### src/rtl/chip_bridge_send_sched.sv
// chip_bridge_send_sched: round-robin, credit-gated scheduler serialising three 64-bit channels onto a 32-bit link
module chip_bridge_send_sched #(
  parameter int CREDITS = 8,
  parameter int CNT_W = 4
) (
  input  logic              chip_clk,
  input  logic              rst_n,
  input  logic [63:0]       network_out_1,
  input  logic [63:0]       network_out_2,
  input  logic [63:0]       network_out_3,
  input  logic              data_out_val_1,
  input  logic              data_out_val_2,
  input  logic              data_out_val_3,
  output logic              data_out_rdy_1,
  output logic              data_out_rdy_2,
  output logic              data_out_rdy_3,
  output logic [31:0]       intcnct_data_out,
  output logic [1:0]        intcnct_channel_out,
  input  logic [2:0]        intcnct_credit_back_out,
  output logic              credit_err
);
  typedef enum logic [1:0] {IDLE, SEND_HI, SEND_LO} state_t;
  state_t state, state_nx;
  logic [CNT_W-1:0] credit [3];
  logic [1:0] ptr, sel, id;
  logic [63:0] flit;
  logic [2:0] val, elig, rdy, j;
  logic any, hs;
  assign val = {data_out_val_3, data_out_val_2, data_out_val_1};
  // pick the first eligible channel at or after the round-robin pointer
  always_comb begin
    elig = '0;
    any = 1'b0;
    sel = 2'd0;
    j = 3'd0;
    for (int k = 0; k < 3; k++) elig[k] = val[k] && (credit[k] != '0);
    for (int i = 2; i >= 0; i--) begin
      j = {1'b0, ptr} + 3'(i);
      if (j >= 3'd3) j = j - 3'd3;
      if (elig[j[1:0]]) begin
        any = 1'b1;
        sel = j[1:0];
      end
    end
  end
  assign hs = any && (state != SEND_HI);
  assign rdy = hs ? (3'b001 << sel) : 3'b000;
  assign {data_out_rdy_3, data_out_rdy_2, data_out_rdy_1} = rdy;
  // a handshake always starts a new flit; otherwise the high beat is followed by the low beat, then idle
  always_comb state_nx = hs ? SEND_HI : (state == SEND_HI ? SEND_LO : IDLE);
  // state, captured flit and round-robin pointer
  always_ff @(posedge chip_clk or negedge rst_n) begin
    if (!rst_n) begin
      state <= IDLE;
      flit <= '0;
      id <= 2'd0;
      ptr <= 2'd0;
    end else begin
      state <= state_nx;
      if (hs) begin
        flit <= sel == 2'd0 ? network_out_1 : sel == 2'd1 ? network_out_2 : network_out_3;
        id <= sel + 2'd1;
        ptr <= sel == 2'd2 ? 2'd0 : sel + 2'd1;
      end
    end
  end
  // per-channel credits; a return and a send in the same cycle cancel out
  always_ff @(posedge chip_clk or negedge rst_n) begin
    if (!rst_n) begin
      for (int k = 0; k < 3; k++) credit[k] <= CNT_W'(CREDITS);
      credit_err <= 1'b0;
    end else begin
      for (int k = 0; k < 3; k++) begin
        if (intcnct_credit_back_out[k] && !(hs && sel == 2'(k))) begin
          if (credit[k] == CNT_W'(CREDITS)) credit_err <= 1'b1;
          else credit[k] <= credit[k] + CNT_W'(1);
        end else if (!intcnct_credit_back_out[k] && hs && sel == 2'(k)) begin
          credit[k] <= credit[k] - CNT_W'(1);
        end
      end
    end
  end
  assign intcnct_data_out = state == SEND_HI ? flit[63:32] : state == SEND_LO ? flit[31:0] : 32'd0;
  assign intcnct_channel_out = state == IDLE ? 2'b00 : id;
endmodule

### config.mk
export PLATFORM = sky130hd
export DESIGN_NAME = chip_bridge_send_sched
export DESIGN_NICKNAME = d
export VERILOG_FILES = /design/src/rtl/chip_bridge_send_sched.sv
export SDC_FILE = /design/constraint.sdc
export NUM_CORES = 1
export LEC_CHECK = 0
export BUFFER_PORTS_ARGS = -buffer_cell sky130_fd_sc_hd__buf_2
export CAP_MARGIN = 20
export CORE_MARGIN = 2
export CORE_UTILIZATION = 40
export CTS_BUF_LIST = sky130_fd_sc_hd__clkbuf_16
export DETAILED_ROUTE_END_ITERATION = 7
export GPL_TIMING_DRIVEN = 1
export PLACE_DENSITY = 0.75
export SYNTH_ARGS = -nofsm -noshare
export SYNTH_HDL_FRONTEND = slang
export SYNTH_SLANG_ARGS = --single-unit
### constraint.sdc
create_clock -name chip_clk -period 3.2 [get_ports chip_clk]
set_input_delay 0.32 -clock chip_clk [delete_from_list [all_inputs] [get_ports chip_clk]]
set_output_delay 0.32 -clock chip_clk [all_outputs]
set_load 0.01 [all_outputs]
==> results by group <==
Global route
  – Maximum number of pins on one net before global-route repair: 130
  – Global-route wire length before repair: 23,400 um
  – Total gr overflow: 0
  – Initial antenna violation count: 0
  – Total global routing track utilization: 0.202
  – Vias in the first global route: 4,961

Placement
  – Final estimated routing congestion in global placement: 0.786
  – HPWL after DPL: 10,400 um
  – Count of port buffers added during placement: 237

Drt
  – DR iter-0 viols: 186
  – Wire length reported by the detailed router: 14,400 um
  – Final ANT Viol Nets: 0
  – Number of design rule violations left after detail routing: 0
  – First-pass DRT Iterations: 4
  – Avg WL per Cell: 14.1 um
  – Post-detailed-route via-to-cell ratio: 4.99
  – Number of vias after detailed routing: 5,090

Worst setup path
  – Crit Path Max Fanout: 3
  – Register-to-register path setup slack: 0.005 ns
  – Worst endpoint required time: 3.46 ns
  – CP cell instances: o41ai_4 > inv_1 > nor3_2 > a21oi_1 > or2_4 > ha_4 > nand2_4 > nor2_4 > nor2_4 > inv_2 > ha_4 > a21o_1 > a21oi_2 > or2b_4 > o32a_1 > mux2_4
  – Slowest stage delay, CP: 0.41 ns
  – Data arrival, critical path: 3.46 ns
  – R2R depth: 16
  – Startpoint of the worst-slack reg-to-reg timing path: credit[6]
  – Critical setup path kind: flip-flop to flip-flop
  – Start point of the critical path: credit[6]
  – CP Capture Point: credit[11]
  – Destination of the worst register-to-register timing path: credit[11]
  – Launching element type of the critical path: flip-flop
  – Standard cell with the maximum stage delay on the critical path: dfrtp_1
  – Endpoint kind of the worst setup timing path: flip-flop

Synthesis
  – Distinct cell type count of the synthesized netlist: 45
  – Ys flop type: dfrtp_1
  – Warnings from Yosys: 0
  – Synthesized Nets: 816
  – Sequential element share of the synthesized area: 0.390
  – Async set or reset register ratio after synthesis: 1.00
  – #FFs+latches synth: 83
  – Number of flops mapped to enable cells by yosys: 0
  – Cell area after technology mapping: 5330 um2
  – Post-Syn Area per Cell: 8.85 um2
  – Syn Inst Count: 602

STA
  – Setup TNS: 0 ns
  – Number of setup violations in the final report: 0
  – Fin. Hold Viols: 0
  – Highest achievable clock rate: 313 MHz
  – Fin crit share: 0.998
  – Final Max Slew Viols: 0
  – Final Skew: 0.00612 ns
  – Setup repair after global routing missed its margin: yes
  – Min cycle time layout: 3.19 ns
  – Slew Limit Headroom: 0.402
  – Least-Margin Pin Slew: 0.895 ns

Die
  – Standard cell core area: 13,100 um2
  – Die Y-Extent: 119 um
  – Effective utilization at floorplan: 0.406
  – Horizontal die dimension: 119 um
  – Std-Cell Rows: 42
  – Ports: 238
  – Die Outline Area: 14,300 um2

Cells and area
  – Fraction of final layout cells sized beyond drive strength 1: 0.381
  – Final Util: 0.553
  – Count of antenna diodes in the layout: 0
  – P&R area growth vs syn: 36.3%
  – Number of nets in the finished design: 1,055

Power
  – Leakage power: 3.52 nW
  – Largest voltage drop on the vdd net: 0.708 mV
  – Total power divided by cell area: 1090 nW/um2

Clock tree
  – Clock tree from TritonCTS: built
  – Clock latency of the later-clocked register in the worst-skew pair: 0.33 ns
  – H-tree level count: 3
  – CTS clk-pin slew, worst paths: 0.06 ns
  – Buffer cell driving the clock tree root: clkbuf_16
  – Clock buffer count from CTS: 9
  – Number of buffers between clock root and the deepest sink: 2
  – Clock Sinks: 83

Min path
  – Hold WC Path Type: primary input to flip-flop

Outcome
  – Result of the run: complete, no violations

Job
  – Max Cap Viol: 0
[cells by family (layout without fill, tap and decap cells)]
kind of cell | after synthesis | in the layout | share of synthesized area
AO/OA/AOI/OAI | 199 | 199 | 0.231
AND/OR/NAND/NOR | 165 | 165 | 0.128
flip-flops | 83 | 83 | 0.390
multiplexers | 75 | 75 | 0.143
buffers and inverters | 57 | 300 | 0.0556
adder cells (fa/ha/maj) | 15 | 15 | 0.0390
XOR/XNOR | 8 | 8 | 0.0131
[worst min path at each step]
stage	startpoint	to	cells past startpoint
3_3_place_gp	flit[12]	flit[12]	2
2_1_floorplan	rst_n	credit[0]	0
5_1_grt	network_out_1[50]	flit[50]	3
4_1_cts	rst_n	flit[41]	1
3_5_place_dp	flit[50]	flit[50]	2
6_report	network_out_1[55]	flit[55]	3
[synth_stat cells (3+ instances only)]
library cell,instances,area (um2)
dfstp_2,3,78.8
o2bb2ai_1,5,43.8
o41ai_2,3,48.8
buf_1,7,26.3
mux2i_1,72,721
o22ai_1,4,25.0
o21ai_1,66,330
clkbuf_2,3,15.0
o21a_1,3,22.5
buf_6,8,90.1
nor2b_1,4,25.0
fa_1,3,60.1
nor2_2,3,18.8
dfrtp_1,80,2000
ha_1,11,138
xnor2_1,7,61.3
a22o_1,33,289
or2b_2,3,26.3
nor2_1,68,255
nand2_1,73,274
nand3_1,3,15.0
a21oi_1,72,360
clkbuf_1,23,86.3
nor3_1,5,25.0
a21o_1,3,22.5
inv_1,12,45.0
[layout by cell type (no fill, tap or decap), types with 2 or more instances in the layout]
cell type	instances
buf_12	3
o21ai_4	2
a21oi_1	69
o22ai_1	4
a21o_1	3
o21ai_1	67
mux2_4	2
buf_2	236
clkinv_1	2
and2_1	2
o41ai_4	3
ha_4	5
inv_2	3
a22o_1	33
nor2_4	3
or2b_2	2
nor2_1	66
o2bb2ai_1	5
o32a_1	2
dfrtp_1	79
mux2i_1	72
fa_1	3
xnor2_1	7
ha_1	5
a21oi_2	3
o21a_1	3
inv_1	12
nand2_1	71
nand3_1	3
dfstp_2	3
buf_4	30
nor2b_1	2
nor3_1	4
nor2_2	2
clkbuf_16	9
[worst max-delay path: cells and delay by family (launching register included)]
family,cells,cell delay (ns)
simple gates,6,0.94
compound gates,5,0.93
fa+ha+maj,2,0.43
flops,1,0.41
mux,1,0.26
buf+inv,2,0.16
[layer usage]
layer / wire length [um] / track usage
met3: 898 / 0.0455
met4: 74 / 0.0441
met5: 0 / 0
met1: 6240 / 0.252
met2: 7190 / 0.357
[through the flow]
stage          total power [mW]  cells  hold WS, ns  area (um2)  worst slack, ns
6_report                   7.90   1021        0.253        7270          0.00527
5_1_grt                    8.67   1021        0.267        7270           -0.140
2_1_floorplan              5.57    602       0.0244        5370           0.0171
3_5_place_dp               6.77    998        0.476        6790           -0.100
4_1_cts                    7.88   1018        0.235        7150          0.00625
3_3_place_gp               6.64    998        0.467        6790           0.0113
[cell type report]
cell class	count	area (um2)
timing repair buffer	272	1520
clock buffer	9	225
tap	176	220
multi-input combinational	462	3120
sequential	83	2080
inverter	13	48.8
clock inverter	6	50.0
fill	1259	5870
[timing repair]
item | in CTS | in global routing
gates resized for setup | 9 | 14
endpoints found under the hold margin | 0 | 32
pin swaps | 6 | 8
setup buffers | 5 | 1
hold buffers | 0 | 1
setup endpoints to repair | 3 | 67
[sequential cells by signal (all words and copies together), names as in the netlist]
name        count
credit         12
credit_err      1
id              2
ptr             2
state           2
flit           64
[power by group]
| group | leakage (nW) | total (mW) | internal, mW | switching (mW) |
|---|---|---|---|---|
| registers | 1.01 | 1.95 | 1.62 | 0.326 |
| logic | 2.37 | 4.97 | 2.17 | 2.80 |
| clock network | 0.143 | 0.988 | 0.588 | 0.400 |
No activity file was read; power rests on OpenSTA's default activity.
